File: src/rtl/sram_ctrl_pkg.sv
// sram_ctrl_pkg: shared state encoding, port id type and sizing helper for the
// two-port SRAM arbiter/controller.
package sram_ctrl_pkg;

   localparam int NUM_PORTS = 2;

   typedef logic [1:0] state_t;

   localparam state_t IDLE    = 2'd0;
   localparam state_t SETUP   = 2'd1;
   localparam state_t ACCESS  = 2'd2;
   localparam state_t RECOVER = 2'd3;

   typedef logic port_id_t;

   // The down-counter needs at least one bit even when there are no wait states.
   function automatic int unsigned wait_cnt_width(input int unsigned wait_states);
      return (wait_states == 0) ? 1 : $clog2(wait_states + 1);
   endfunction

endpackage

File: src/rtl/sram_arb.sv
// sram_arb: combinational two-port grant. With SRAM_ARB_ROUND_ROBIN_EN defined it also
// holds the round-robin pointer; otherwise port 0 has fixed priority.
module sram_arb
   import sram_ctrl_pkg::*;
(
`ifdef SRAM_ARB_ROUND_ROBIN_EN
   input  logic                 clk_i,
   input  logic                 rst_ni,
   input  logic                 update_i,
`endif
   input  logic [NUM_PORTS-1:0] req_i,
   output logic [NUM_PORTS-1:0] gnt_o,
   output port_id_t             gnt_id_o
);

`ifdef SRAM_ARB_ROUND_ROBIN_EN
   // ptr_q names the port that wins the next tie.
   port_id_t ptr_q;
   port_id_t ptr_d;

   always_comb begin
      gnt_id_o = 1'b0;
      if (req_i[0] && req_i[1]) begin
         gnt_id_o = ptr_q;
      end else if (req_i[1]) begin
         gnt_id_o = 1'b1;
      end
      ptr_d = ptr_q;
      if (update_i && (|req_i)) begin
         ptr_d = ~gnt_id_o;
      end
   end

   always_ff @(posedge clk_i or negedge rst_ni) begin
      if (!rst_ni) begin
         ptr_q <= 1'b0;
      end else begin
         ptr_q <= ptr_d;
      end
   end
`else
   always_comb begin
      gnt_id_o = !req_i[0];
   end
`endif

   always_comb begin
      gnt_o = '0;
      if (|req_i) begin
         gnt_o[gnt_id_o] = 1'b1;
      end
   end

endmodule

File: src/rtl/sram_arbiter_ctrl.sv
// sram_arbiter_ctrl: shares one 62256-class async SRAM between two requesters and sequences
// ce_n/oe_n/we_n with WAIT_STATES extra access cycles. Optional macro: SRAM_ARB_ROUND_ROBIN_EN.
module sram_arbiter_ctrl
   import sram_ctrl_pkg::*;
#(
   parameter int unsigned ADDR_WIDTH  = 15,
   parameter int unsigned WAIT_STATES = 1
) (
   input  logic                            clock,
   input  logic                            reset_n,
   input  logic [NUM_PORTS-1:0]            req_valid,
   output logic [NUM_PORTS-1:0]            req_ready,
   input  logic [NUM_PORTS-1:0]            req_we,
   input  logic [NUM_PORTS*ADDR_WIDTH-1:0] req_addr,
   input  logic [NUM_PORTS*8-1:0]          req_wdata,
   output logic [NUM_PORTS-1:0]            resp_valid,
   output logic [7:0]                      resp_rdata,
   output logic [ADDR_WIDTH-1:0]           sram_addr,
   output logic [7:0]                      sram_data_out,
   output logic                            sram_data_oe,
   input  logic [7:0]                      sram_data_in,
   output logic                            sram_ce_n,
   output logic                            sram_oe_n,
   output logic                            sram_we_n
);

   localparam int unsigned CntW = wait_cnt_width(WAIT_STATES);

   state_t                 state_q, state_d;
   logic [CntW-1:0]        cnt_q, cnt_d;
   logic                   we_q, we_d;
   port_id_t               id_q, id_d;
   logic [ADDR_WIDTH-1:0]  addr_q, addr_d;
   logic [7:0]             wdata_q, wdata_d;
   logic [7:0]             rdata_q, rdata_d;
   logic                   ce_n_q, ce_n_d;
   logic                   oe_n_q, oe_n_d;
   logic                   we_n_q, we_n_d;
   logic                   data_oe_q, data_oe_d;
   logic [NUM_PORTS-1:0]   resp_valid_q, resp_valid_d;
   // Low while reset is held so req_ready cannot echo req_valid through the reset window.
   logic                   run_q;

   logic [NUM_PORTS-1:0]   gnt;
   port_id_t               gnt_id;
   logic                   accept;
   logic                   gnt_we;
   logic [ADDR_WIDTH-1:0]  gnt_addr;
   logic [7:0]             gnt_wdata;

   sram_arb u_arb (
`ifdef SRAM_ARB_ROUND_ROBIN_EN
      .clk_i    (clock),
      .rst_ni   (reset_n),
      .update_i (accept),
`endif
      .req_i    (req_valid),
      .gnt_o    (gnt),
      .gnt_id_o (gnt_id)
   );

   assign accept    = (state_q == IDLE) && run_q && (|req_valid);
   assign req_ready = accept ? gnt : '0;

   always_comb begin
      gnt_we    = req_we[0];
      gnt_addr  = req_addr[ADDR_WIDTH-1:0];
      gnt_wdata = req_wdata[7:0];
      if (gnt_id) begin
         gnt_we    = req_we[1];
         gnt_addr  = req_addr[2*ADDR_WIDTH-1:ADDR_WIDTH];
         gnt_wdata = req_wdata[15:8];
      end
   end

   always_comb begin
      state_d = state_q;
      cnt_d   = cnt_q;
      we_d    = we_q;
      id_d    = id_q;
      addr_d  = addr_q;
      wdata_d = wdata_q;
      rdata_d = rdata_q;
      unique case (state_q)
         IDLE: begin
            if (accept) begin
               state_d = SETUP;
               we_d    = gnt_we;
               id_d    = gnt_id;
               addr_d  = gnt_addr;
               wdata_d = gnt_wdata;
            end
         end
         SETUP: begin
            state_d = ACCESS;
            cnt_d   = CntW'(WAIT_STATES);
         end
         ACCESS: begin
            if (cnt_q == '0) begin
               state_d = RECOVER;
               if (!we_q) begin
                  rdata_d = sram_data_in;
               end
            end else begin
               cnt_d = cnt_q - 1'b1;
            end
         end
         RECOVER: begin
            state_d = IDLE;
         end
         default: begin
            state_d = IDLE;
         end
      endcase
   end

   // Strobes are registered from the next state so the pins never glitch on decode.
   always_comb begin
      ce_n_d       = !((state_d == SETUP) || (state_d == ACCESS));
      oe_n_d       = !((state_d == ACCESS) && !we_d);
      we_n_d       = !((state_d == ACCESS) && we_d);
      data_oe_d    = we_d && (state_d != IDLE);
      resp_valid_d = '0;
      if (state_d == RECOVER) begin
         resp_valid_d[id_d] = 1'b1;
      end
   end

   always_ff @(posedge clock or negedge reset_n) begin
      if (!reset_n) begin
         state_q      <= IDLE;
         cnt_q        <= '0;
         we_q         <= 1'b0;
         id_q         <= 1'b0;
         addr_q       <= '0;
         wdata_q      <= '0;
         rdata_q      <= '0;
         ce_n_q       <= 1'b1;
         oe_n_q       <= 1'b1;
         we_n_q       <= 1'b1;
         data_oe_q    <= 1'b0;
         resp_valid_q <= '0;
         run_q        <= 1'b0;
      end else begin
         state_q      <= state_d;
         cnt_q        <= cnt_d;
         we_q         <= we_d;
         id_q         <= id_d;
         addr_q       <= addr_d;
         wdata_q      <= wdata_d;
         rdata_q      <= rdata_d;
         ce_n_q       <= ce_n_d;
         oe_n_q       <= oe_n_d;
         we_n_q       <= we_n_d;
         data_oe_q    <= data_oe_d;
         resp_valid_q <= resp_valid_d;
         run_q        <= 1'b1;
      end
   end

   assign sram_addr     = addr_q;
   assign sram_data_out = wdata_q;
   assign sram_data_oe  = data_oe_q;
   assign sram_ce_n     = ce_n_q;
   assign sram_oe_n     = oe_n_q;
   assign sram_we_n     = we_n_q;
   assign resp_valid    = resp_valid_q;
   assign resp_rdata    = rdata_q;

   assert property (@(posedge clock) disable iff (!reset_n) !(!sram_oe_n && !sram_we_n));
   assert property (@(posedge clock) disable iff (!reset_n) !(sram_data_oe && !sram_oe_n));
   assert property (@(posedge clock) disable iff (!reset_n)
                    !sram_ce_n |=> (sram_ce_n || $stable(sram_addr)));
   assert property (@(posedge clock) disable iff (!reset_n) $onehot0(req_ready));
   assert property (@(posedge clock) disable iff (!reset_n)
                    (|req_ready) |-> (state_q == IDLE));

endmodule

File: config.mk
export PLATFORM = sky130hd
export DESIGN_NAME = sram_arbiter_ctrl
export DESIGN_NICKNAME = d
export VERILOG_FILES = /design/src/rtl/sram_ctrl_pkg.sv /design/src/rtl/sram_arb.sv /design/src/rtl/sram_arbiter_ctrl.sv
export SDC_FILE = /design/constraint.sdc
export NUM_CORES = 1
export LEC_CHECK = 0
export CAP_MARGIN = 20
export CORE_MARGIN = 2
export CORE_UTILIZATION = 42
export CTS_CLUSTER_SIZE = 28
export DETAILED_ROUTE_END_ITERATION = 16
export PLACE_DENSITY = 0.85
export RECOVER_POWER = 50
export SLEW_MARGIN = 40
export SYNTH_ARGS = -nofsm -noshare
export SYNTH_HDL_FRONTEND = slang
export SYNTH_SLANG_ARGS = --single-unit
File: constraint.sdc
create_clock -name clock -period 3.5 [get_ports clock]
set_input_delay 0.875 -clock clock [delete_from_list [all_inputs] [get_ports clock]]
set_output_delay 0.875 -clock clock [all_outputs]
set_load 0.01 [all_outputs]
==> results_dict.tcl <==
set metrics [dict create \
    status "finished, violations left" \
    violations "max-capacitance violations, max-slew violations" \
    setup.reg_to_reg.worst_slack_ps 1080 \
    power.leakage_uw 0.00122 \
    globalRoute.totalOverflow 0 \
    filler_cell_count 357 \
    die_width_um 70.7 \
    timing.critical_path.max_delay_family "buffers and inverters" \
    clk_transition_reported_paths_ps 80 \
    gpl.final_weighted_congestion 0.820 \
    die-height_um 70.7 \
    synth.cells.most_frequent "sky130_fd_sc_hd__dfrtp_1, sky130_fd_sc_hd__a221o_1, sky130_fd_sc_hd__nor3b_1" \
    detail_route.wl_per_cell_um 17.2 \
    cts_max_path_buffers 2 \
    drive_gt1_share_pct 10.6 \
    cp-startpoint "req_valid[0]" \
    postSynthCellCount 138 \
    postSynthNetCount 202 \
    reg2reg_from "state_q[0]$_DFF_PN0_" \
    finalCritPeriodShare_pct 89.1 \
    finClkSkew_ps 2.98 \
    synthDominantCellAreaShare_pct 53.5 \
    critical-path-max-stage-delay_ps 570 \
    max_freq_mhz 321 \
    worst_setup_path_start_kind "primary input" \
    root_buffer "sky130_fd_sc_hd__clkbuf_8" \
    report.final.hold_viol_count 0 \
    detailedRoute.firstPassIterationCount 4 \
    antennaDiodeCount 0 \
    via_per_inst 5.39 \
    ys_ff_latch 43 \
    tritoncts_clock_tree "built" \
    netlist_area_before_placement_um2 1870 \
    tns_ps 0 \
    synth-warning-count 0 \
    pin_count_of_the_biggest_net_entering_global_routing 50 \
    ff2ff_path_depth 6 \
    finalSetupViolations 0 \
    drv_cap 1 \
    worstPathRequired_ps 2620 \
    critical_path.reg2reg.endpoint "resp_valid[0]$_DFF_PN0_" \
    cts_hold_repair.buffers 0 \
    setup.worst_path.class "in -> out" \
    cp_cell_sequence "clkdlybuf4s50_1 -> o211ai_4 -> nor2_1 -> clkdlybuf4s50_1" \
    grt_antenna_before_repair 0 \
    ios 99 \
    grt_setup_unrepaired "no" \
    period_needed_ps 3120 \
    setup.worst_path.end_class "output pin" \
    global_route.usage.total_pct 20.3 \
    cellPowerDensity_nw_per_um2 811 \
    first_global_vias 1560 \
    detail-route-antenna-nets 0 \
    clkLatencyLatePin_ps 300 \
    postCtsResizedCells 0 \
    synth_top_flop_cell "sky130_fd_sc_hd__dfrtp_1" \
    yosys_cell_types 27 \
    syn_area_per_cell_um2 13.6 \
    critPathMaxFanout 4 \
    dp_hpwl_mm 3.40 \
    most_repeated_cell_in_the_gate_level_netlist_after_synthesis "sky130_fd_sc_hd__dfrtp_1" \
    final_cell_area_um2 2990 \
    timing.critical_path.depth 4 \
    critPathSlowestCell "sky130_fd_sc_hd__clkdlybuf4s50_1" \
    clock_tree.htree_level_count 2 \
    cp.arrival_ps 2240 \
    path_buf_inv 2 \
    port_buffers 98 \
    fp-row-count 24 \
    timing.slew.headroom_pct -50.5 \
    number_of_sinks_handled_by_clock_tree_synthesis 43 \
    synth_async_sr_flop_share_pct 100 \
    route.vias.total 1553 \
    proportion_of_synthesized_chip_area_in_sequential_cells_pct 57.7 \
    post_place_cell_area_um2 2870 \
    synth_edf_count 0 \
    synth_top_cell_by_area "sky130_fd_sc_hd__dfrtp_1" \
    initial_core_util_pct 43.3 \
    tightest_slew_ps 2260 \
    worst_setup_path_endpoint "req_ready[1]" \
    die_area_um2 5000 \
    peakVddDrop_uv 429 \
    postRouteWirelength_mm 4.96 \
    timing_max_transition_violations_final 44 \
    floorplan.core_area_um2 4320 \
    post_cts_buffers 0 \
    first_iter_violations 88 \
    tritoncts.num_buffers 5 \
    area_added_between_synthesis_and_finish_pct 59.9 \
    drc_errors 0 \
    yosys-top-cells-area "sky130_fd_sc_hd__dfrtp_1, sky130_fd_sc_hd__a221o_1, sky130_fd_sc_hd__nor3b_1" \
    hold_path_class "reg -> reg" \
    final_net_count 299 \
    critPathMostFrequentCell "sky130_fd_sc_hd__clkdlybuf4s50_1" \
    grt_first_pass_wirelength_mm 7.80 \
]
## kinds of logic after synthesis
kind of cell    Yosys count  synth area share, %
mux                      10                 5.95
other cells               1                0.200
simple gates             37                 13.8
fa+ha+maj                 4                 2.68
buf+inv                  14                 4.15
flops                    43                 57.7
compound gates           29                 15.5
## report_power, final
group / internal, uW / switching (uW)
Combinational: 654 / 461
Sequential: 741 / 112
Clock: 285 / 171
Total: 1680 / 744
## metal layers
layer | track usage (%) | routed length (um)
met1 | 24.4 | 1950
met2 | 35.0 | 2590
met3 | 5.13 | 319
met4 | 7.76 | 99
met5 | 0 | 0
## worst reg2reg max path, cell delays in order, from the launching register on
cell	delay (ps)
sky130_fd_sc_hd__dfrtp_1	390
sky130_fd_sc_hd__inv_1	120
sky130_fd_sc_hd__ha_1	250
sky130_fd_sc_hd__and3_1	220
sky130_fd_sc_hd__clkbuf_1	850
sky130_fd_sc_hd__nor2_1	200
sky130_fd_sc_hd__nor4b_1	300
## cell type report
| class | instances | area (um2) | share of cell area (%) |
|---|---|---|---|
| clock buffer | 6 | 72.6 | 2.43 |
| multi-input combinational | 81 | 708 | 23.7 |
| inverter | 3 | 11.3 | 0.377 |
| clock inverter | 2 | 60.1 | 2.01 |
| tap | 52 | 65.1 | 2.18 |
| timing repair buffer | 101 | 993 | 33.2 |
| sequential | 43 | 1080 | 36.1 |
## how the worst min path moves through the flow
| stage | start | end | slack (ps) | cells past startpoint |
|---|---|---|---|---|
| 3_5_place_dp | resp_rdata[0]$_DFFE_PN0P_ | resp_rdata[0]$_DFFE_PN0P_ | 490 | 1 |
| 3_3_place_gp | resp_rdata[5]$_DFFE_PN0P_ | resp_rdata[5]$_DFFE_PN0P_ | 490 | 1 |
| 2_1_floorplan | id_q$_DFF_PN0_ | id_q$_DFF_PN0_ | 500 | 2 |
| 5_1_grt | resp_rdata[1]$_DFFE_PN0P_ | resp_rdata[1]$_DFFE_PN0P_ | 530 | 1 |
| 4_1_cts | resp_rdata[0]$_DFFE_PN0P_ | resp_rdata[0]$_DFFE_PN0P_ | 510 | 1 |
| 6_report | resp_rdata[0]$_DFFE_PN0P_ | resp_rdata[0]$_DFFE_PN0P_ | 510 | 1 |
## cell usage in the layout, fill, tap and decap left out
cell type | netlist | final
sky130_fd_sc_hd__bufinv_16 | 0 | 2
sky130_fd_sc_hd__ha_1 | 4 | 4
sky130_fd_sc_hd__inv_1 | 3 | 3
sky130_fd_sc_hd__clkbuf_8 | 0 | 5
sky130_fd_sc_hd__a21oi_1 | 2 | 2
sky130_fd_sc_hd__nand2_1 | 2 | 2
sky130_fd_sc_hd__conb_1 | 1 | 1
sky130_fd_sc_hd__nor3b_1 | 23 | 24
sky130_fd_sc_hd__a211oi_1 | 1 | 1
sky130_fd_sc_hd__a221o_1 | 23 | 23
sky130_fd_sc_hd__dfrtp_1 | 40 | 40
sky130_fd_sc_hd__o211ai_4 | 1 | 1
sky130_fd_sc_hd__dlygate4sd3_1 | 0 | 8
sky130_fd_sc_hd__a311oi_2 | 1 | 1
sky130_fd_sc_hd__a31oi_1 | 1 | 1
sky130_fd_sc_hd__buf_4 | 3 | 2
sky130_fd_sc_hd__mux2i_1 | 1 | 1
sky130_fd_sc_hd__and3_1 | 2 | 2
sky130_fd_sc_hd__clkdlybuf4s50_1 | 0 | 89
sky130_fd_sc_hd__nand2b_1 | 1 | 1
sky130_fd_sc_hd__mux2_2 | 9 | 9
sky130_fd_sc_hd__dfstp_2 | 3 | 3
sky130_fd_sc_hd__nor2_1 | 5 | 5
sky130_fd_sc_hd__and4bb_2 | 1 | 1
sky130_fd_sc_hd__nor4b_1 | 1 | 1
sky130_fd_sc_hd__or2_2 | 1 | 1
sky130_fd_sc_hd__clkbuf_1 | 1 | 3
## registers in the layout, indices dropped and copies added, names as in the netlist
register,flops
sram_data_oe,1
sram_data_out,8
sram_we_n,1
run_q,1
sram_ce_n,1
id_q,1
we_q,1
resp_valid,2
sram_addr,15
cnt_q,1
resp_rdata,8
sram_oe_n,1
state_q,2
## metrics by stage
| stage | instances | util (%) | hold slack [ps] | worst slack, ps | total power (uW) |
|---|---|---|---|---|---|
| 3_5_place_dp | 280 | 66.4 | 494 | 365 | 2000 |
| 2_1_floorplan | 138 | - | 503 | 1090 | 1420 |
| 6_report | 288 | 69.2 | 509 | 383 | 2420 |
| 3_3_place_gp | 280 | 66.3 | 490 | 390 | 1970 |
| 5_1_grt | 288 | 69.2 | 530 | 327 | 2560 |
| 4_1_cts | 288 | 69.4 | 514 | 362 | 2470 |
Note: power is estimated with default switching activity, not from simulation.
